`src/rtl/queue_capture_ctrl.sv`:
```
// queue_capture_ctrl
// Capture controller for a circular 8-bit RAM queue of ENTRIES entries.
// Once armed, every qualified sample is written at the write pointer, which
// wraps from ENTRIES-1 to 0. A trigger is accepted only after a full
// pre-trigger window has been written. The buffer freezes after tp
// post-trigger samples. A dump then reads all entries back, oldest first.
//
// Optional feature macro: QCTRL_TRIG_EDGE_EN
//   defined   : trig fires only on a rising edge across consecutive samples
//   undefined : trig is level-sensitive
//
// Ports
//   clk, rst        clock and asynchronous active-high reset
//   arm             pulse, starts a capture from IDLE (trig_pos latched here)
//   trig_pos        post-trigger sample count, clamped to [1, ENTRIES-1]
//   smpl_vld, smpl  sample strobe and data
//   trig            trigger, qualified by smpl_vld
//   rd_start        pulse, starts the dump from DONE
//   we/waddr/wdata  registered RAM write port
//   raddr           registered RAM read address
//   rdata           RAM read data, valid one clk after raddr
//   triggered       high from trigger acceptance until back in IDLE
//   capture_done    high while the frozen buffer waits in DONE
//   dump_vld        dump_data qualifier
//   dump_data       dumped byte
//   dump_done       one-cycle pulse after the last dumped byte
module queue_capture_ctrl #(
  parameter int unsigned ENTRIES = 384,
  parameter int unsigned AW      = 9
) (
  input  logic          clk,
  input  logic          rst,
  input  logic          arm,
  input  logic [AW-1:0] trig_pos,
  input  logic          smpl_vld,
  input  logic [7:0]    smpl,
  input  logic          trig,
  input  logic          rd_start,
  output logic          we,
  output logic [AW-1:0] waddr,
  output logic [7:0]    wdata,
  output logic [AW-1:0] raddr,
  input  logic [7:0]    rdata,
  output logic          triggered,
  output logic          capture_done,
  output logic          dump_vld,
  output logic [7:0]    dump_data,
  output logic          dump_done
);

  typedef enum logic [2:0] {IDLE, ARMED, POST, DONE, DUMP} state_t;

  localparam logic [AW-1:0] LAST = AW'(ENTRIES - 1);
  localparam logic [AW:0]   FULL = (AW + 1)'(ENTRIES);

  state_t        state, state_next;
  logic [AW-1:0] wptr;
  logic [AW-1:0] tp;
  logic [AW-1:0] post_cnt;
  logic [AW:0]   fill;
  logic [AW:0]   rd_cnt;
  logic          prev_trig;

  logic          capturing;
  logic          trig_hit;
  logic          accept;
  logic          post_last;
  logic          dump_end;
  logic [AW-1:0] wptr_inc;
  logic [AW-1:0] raddr_inc;
  logic [AW-1:0] tp_clamped;

  always_comb begin
    capturing = smpl_vld && (state == ARMED || state == POST);
    wptr_inc  = (wptr  == LAST) ? '0 : wptr  + AW'(1);
    raddr_inc = (raddr == LAST) ? '0 : raddr + AW'(1);

    if (trig_pos == '0)
      tp_clamped = AW'(1);
    else if (trig_pos > LAST)
      tp_clamped = LAST;
    else
      tp_clamped = trig_pos;

`ifdef QCTRL_TRIG_EDGE_EN
    trig_hit = trig && !prev_trig;
`else
    trig_hit = trig;
`endif

    // fill counts samples already written, so the sample arriving when
    // fill == ENTRIES-tp is the first one that still leaves a full window.
    accept    = (state == ARMED) && smpl_vld && trig_hit &&
                (fill >= (FULL - {1'b0, tp}));
    post_last = (state == POST) && smpl_vld && ((post_cnt + AW'(1)) == tp);
    dump_end  = (state == DUMP) && (rd_cnt == FULL);
  end

  always_comb begin
    state_next = state;
    case (state)
      IDLE:    if (arm)       state_next = ARMED;
      ARMED:   if (accept)    state_next = (tp == AW'(1)) ? DONE : POST;
      POST:    if (post_last) state_next = DONE;
      DONE:    if (rd_start)  state_next = DUMP;
      DUMP:    if (dump_end)  state_next = IDLE;
      default:                state_next = IDLE;
    endcase
  end

  always_ff @(posedge clk or posedge rst) begin
    if (rst)
      state <= IDLE;
    else
      state <= state_next;
  end

  always_ff @(posedge clk or posedge rst) begin
    if (rst) begin
      we           <= 1'b0;
      waddr        <= '0;
      wdata        <= '0;
      raddr        <= '0;
      triggered    <= 1'b0;
      capture_done <= 1'b0;
      dump_vld     <= 1'b0;
      dump_done    <= 1'b0;
      wptr         <= '0;
      tp           <= '0;
      post_cnt     <= '0;
      fill         <= '0;
      rd_cnt       <= '0;
      prev_trig    <= 1'b1;
    end else begin
      we <= capturing;
      if (capturing) begin
        waddr <= wptr;
        wdata <= smpl;
        wptr  <= wptr_inc;
        if (fill != FULL)
          fill <= fill + 1'b1;
      end

      case (state)
        IDLE: begin
          wptr      <= '0;
          fill      <= '0;
          post_cnt  <= '0;
          prev_trig <= 1'b1;
          if (arm)
            tp <= tp_clamped;
        end
        ARMED: begin
          if (smpl_vld)
            prev_trig <= trig;
          if (accept) begin
            triggered <= 1'b1;
            post_cnt  <= AW'(1);
          end
        end
        POST: begin
          if (smpl_vld)
            post_cnt <= post_cnt + AW'(1);
        end
        DONE: begin
          if (rd_start) begin
            raddr  <= wptr;
            rd_cnt <= '0;
          end
        end
        DUMP: begin
          if (!dump_end) begin
            raddr  <= raddr_inc;
            rd_cnt <= rd_cnt + 1'b1;
          end
        end
        default: ;
      endcase

      // Delayed one clk from DONE entry so the final write has reached the RAM.
      capture_done <= (state == DONE) && !rd_start;
      dump_vld     <= (state == DUMP) && !dump_end;
      dump_done    <= dump_end;
      if (dump_end)
        triggered <= 1'b0;
    end
  end

  // rdata already carries the one-clk RAM latency; gating it keeps the byte
  // aligned with dump_vld without adding a second pipeline stage.
  always_comb begin
    dump_data = dump_vld ? rdata : '0;
  end

endmodule
```
`config.mk`:
```
export PLATFORM = sky130hd
export DESIGN_NAME = queue_capture_ctrl
export DESIGN_NICKNAME = d
export VERILOG_FILES = /design/src/rtl/queue_capture_ctrl.sv
export SDC_FILE = /design/constraint.sdc
export NUM_CORES = 1
export LEC_CHECK = 0
export BUFFER_PORTS_ARGS = -buffer_cell sky130_fd_sc_hd__buf_2
export CELL_PAD_IN_SITES_DETAIL_PLACEMENT = 1
export CELL_PAD_IN_SITES_GLOBAL_PLACEMENT = 2
export CORE_MARGIN = 2
export CORE_UTILIZATION = 30
export CTS_CLUSTER_SIZE = 20
export DETAILED_ROUTE_END_ITERATION = 8
export PLACE_DENSITY = 0.68
export RECOVER_POWER = 25
export REMOVE_ABC_BUFFERS = 1
export SLEW_MARGIN = 20
export SYNTH_ARGS = -nofsm -noshare
export SYNTH_HDL_FRONTEND = slang
export SYNTH_SLANG_ARGS = --single-unit
export TNS_END_PERCENT = 5
```
`constraint.sdc`:
```
create_clock -name clk -period 3.15 [get_ports clk]
set_input_delay 0.315 -clock clk [delete_from_list [all_inputs] [get_ports clk]]
set_output_delay 0.315 -clock clk [all_outputs]
set_load 0.01 [all_outputs]
```
==> run metrics <==
global route total overflow 0; Routed WL ~12,000 um; Yosys reg bits between 80 and 90; first-pass GRT wire length ~21,000 um; dpl ws about 0.16 ns; setup ws final between 0.3 and 0.4 ns; Final setup viols 0; Routed Antenna Nets 0; max-cap viol count 1; Finished Core Util 37.2%; HPWL Detailed 9080 um; synthesized area 4540 um2; Crit path arrival time 3.10 ns; Leak 0.00248 uW; min Tclk post-route 2.84 ns; status complete, but fails checks; commonest non-fill, non-tap cell in the layout dfrtp_1; Netlist cell types 55; worst hold path startpoint rd_start; Final Max Slew Viols 38; Rel. slew slack -8.54%; Clk pin slew, worst setup/hold paths 0.07 ns; initial antenna violation count 0; DR iter-0 viols 140; critical path class reg -> reg; Hold EP capture_done$_DFF_PP0_; TNS Setup 0 ns; vias post-DR 3,751; largest net degree at the start of global routing 38; Chip Width 127 um; row cnt 44; failing checks max-capacitance violations, max-slew violations; type of origin of the critical path register; RSZ-0062 raised after global routing false; DIE AREA around 16,000 um2; R2R Setup Slk around 0.31 ns; num ports 70; share of cells above drive strength 1 21.8%; clk buf depth 2; worst IR drop on VDD 0.281 mV; fmax 353 MHz; number of port buffers just under 70; core area around 15,000 um2; Area growth, synth to finish 19.8%; syn_area_per_cell 9.55 um2; YS warnings 0; Pwr per Cell Area between 700 and 800 nW/um2; ys async rst share 100%; Initial Util a little under a third; number of H-tree levels 3; Post-synth EDFFs 0; Cell Area, Placed 5120 um2; WP data required between 3 and 4 ns; # DRC 0; ANT cells 0; Post-Route Skew 0.00848 ns; Final nets between 500 and 600; final worst-path cycle share between 90% and 100%; RePlAce Congestion 0.812; total CTS buffers 9; wire per inst 16.5 um; vias per std cell a little over 5; Hold Path Stages 2; register area share after synthesis 44.6%; vias in the first global route between 4k and 5k; Gate Count Post-Synth 476; most frequent cells in the layout dfrtp_1 (81), buf_2 (69), nor2_1 (48), o21ai_0 (36), nand2_1 (33); crit end category register; CTS Hold Bufs 0; die height 127 um; FF-to-FF Start tp[2]$_DFFE_PP0P_; r2r endpoint triggered$_DFFE_PP0P_; Clock Sinks 81; TritonCTS clock tree built; final hold vios 0; GR Util All Layers 16.2%; fin area ~5400 um2; CTS root buffer clkbuf_16; worst r2r path cells 11; Worst Hold Class in -> reg; Post-synth top flop dfrtp_1; Clock Latency Late Sink 0.35 ns; crit path max fanout 8; Slew @ Worst Pin 1.62 ns; iteration count of the initial detailed-routing pass 4
where the power goes:
group          switching (uW)  internal [uW]
Combinational             808            653
Clock                     464            701
Sequential                354           1310
Total                    1630           2670
stage by stage:
stage	hold WS (ns)	instances	total power [uW]
2_1_floorplan	0.387	459	2600
3_3_place_gp	0.426	722	3110
3_5_place_dp	0.425	722	3170
4_1_cts	0.0419	738	4370
5_1_grt	0.186	738	4660
6_report	0.185	738	4290
routing by layer:
layer	track usage [%]	vias to the layer above	part of all wire (%)
li1	-	1833	-
met1	21.9	1849	48
met2	26.2	59	47
met3	3.22	10	3.1
met4	5.24	0	1.3
met5	0	-	0
Yosys cell counts, drive strengths merged (2+ instances only):
master	number	area, um2
nand2b	7	43.8
nor3b	3	27.5
a22oi	2	15.0
a21oi	27	135
a31oi	3	33.8
nor2b	9	56.3
o311ai	2	17.5
nor2	49	191
nand4	6	37.5
buf	3	27.5
o31ai	11	82.6
and4	2	17.5
clkbuf	14	52.6
mux2i	3	30.0
a211o	2	17.5
ha	19	238
or3	3	18.8
nor4	5	31.3
nor4b	4	35.0
and2	13	81.3
nor3	8	40.0
o22ai	2	12.5
o21ai	37	185
nand3	22	123
xnor2	15	131
xor2	21	184
a221oi	3	26.3
nand3b	4	30.0
nand2	33	124
inv	19	73.8
and3	10	62.6
mux2	19	214
dfrtp	81	2030
layout make-up:
class                   instances  area, um2
well taps                     184        230
fillers                      1727       9200
flip-flops and latches         81       2030
inverters                      20       78.8
clock buffers                   9        225
clock inverters                 7        101
repair buffers                 79        417
multi-input cells             358       2370
worst max-delay path by stage:
stage | end | slack, ns | cells past startpoint | startpoint
CTS | triggered$_DFFE_PP0P_ | 0.12 | 11 | tp[2]$_DFFE_PP0P_
detailed placement | triggered$_DFFE_PP0P_ | 0.16 | 11 | tp[2]$_DFFE_PP0P_
global placement | triggered$_DFFE_PP0P_ | 0.35 | 11 | tp[2]$_DFFE_PP0P_
finish | triggered$_DFFE_PP0P_ | 0.31 | 11 | tp[2]$_DFFE_PP0P_
floorplan | triggered$_DFFE_PP0P_ | 0.61 | 11 | tp[2]$_DFFE_PP0P_
global route | triggered$_DFFE_PP0P_ | 0.14 | 11 | tp[2]$_DFFE_PP0P_
flip-flops by register name, indices dropped and copies added (netlist names):
| name | count |
|---|---|
| raddr | 9 |
| triggered | 1 |
| we | 1 |
| wdata | 8 |
| rd_cnt | 10 |
| capture_done | 1 |
| wptr | 9 |
| dump_vld | 1 |
| tp | 9 |
| dump_done | 1 |
| fill | 10 |
| state | 3 |
| waddr | 9 |
| post_cnt | 9 |
worst max-delay path: stages (launching register included):
cell and delay [ns]:
dfrtp_1 0.47, nor4_1 0.34, nor2b_1 0.23, nand2_1 0.11
xnor2_1 0.14, ha_1 0.30, a21oi_1 0.07, nand2_1 0.07
a41oi_1 0.06, or2_2 0.37, nor4b_2 0.41, a2bb2oi_1 0.20
cells by family (layout without fill, tap and decap cells):
logic type | after synthesis | count (layout) | synth area share (%)
buffers and inverters | 37 | 115 | 3.47
AND/OR/NAND/NOR | 182 | 182 | 21.0
adder cells (fa/ha/maj) | 19 | 19 | 5.23
AO/OA/AOI/OAI | 99 | 99 | 13.4
multiplexers | 22 | 22 | 5.37
XOR/XNOR | 36 | 36 | 6.94
flip-flops | 81 | 81 | 44.6
what timing repair did:
action / CTS / global route
gates resized for setup: 0 / 1
setup buffers: 0 / 0
setup endpoints to repair: 0 / 3
(Power assumes the default switching activity.)
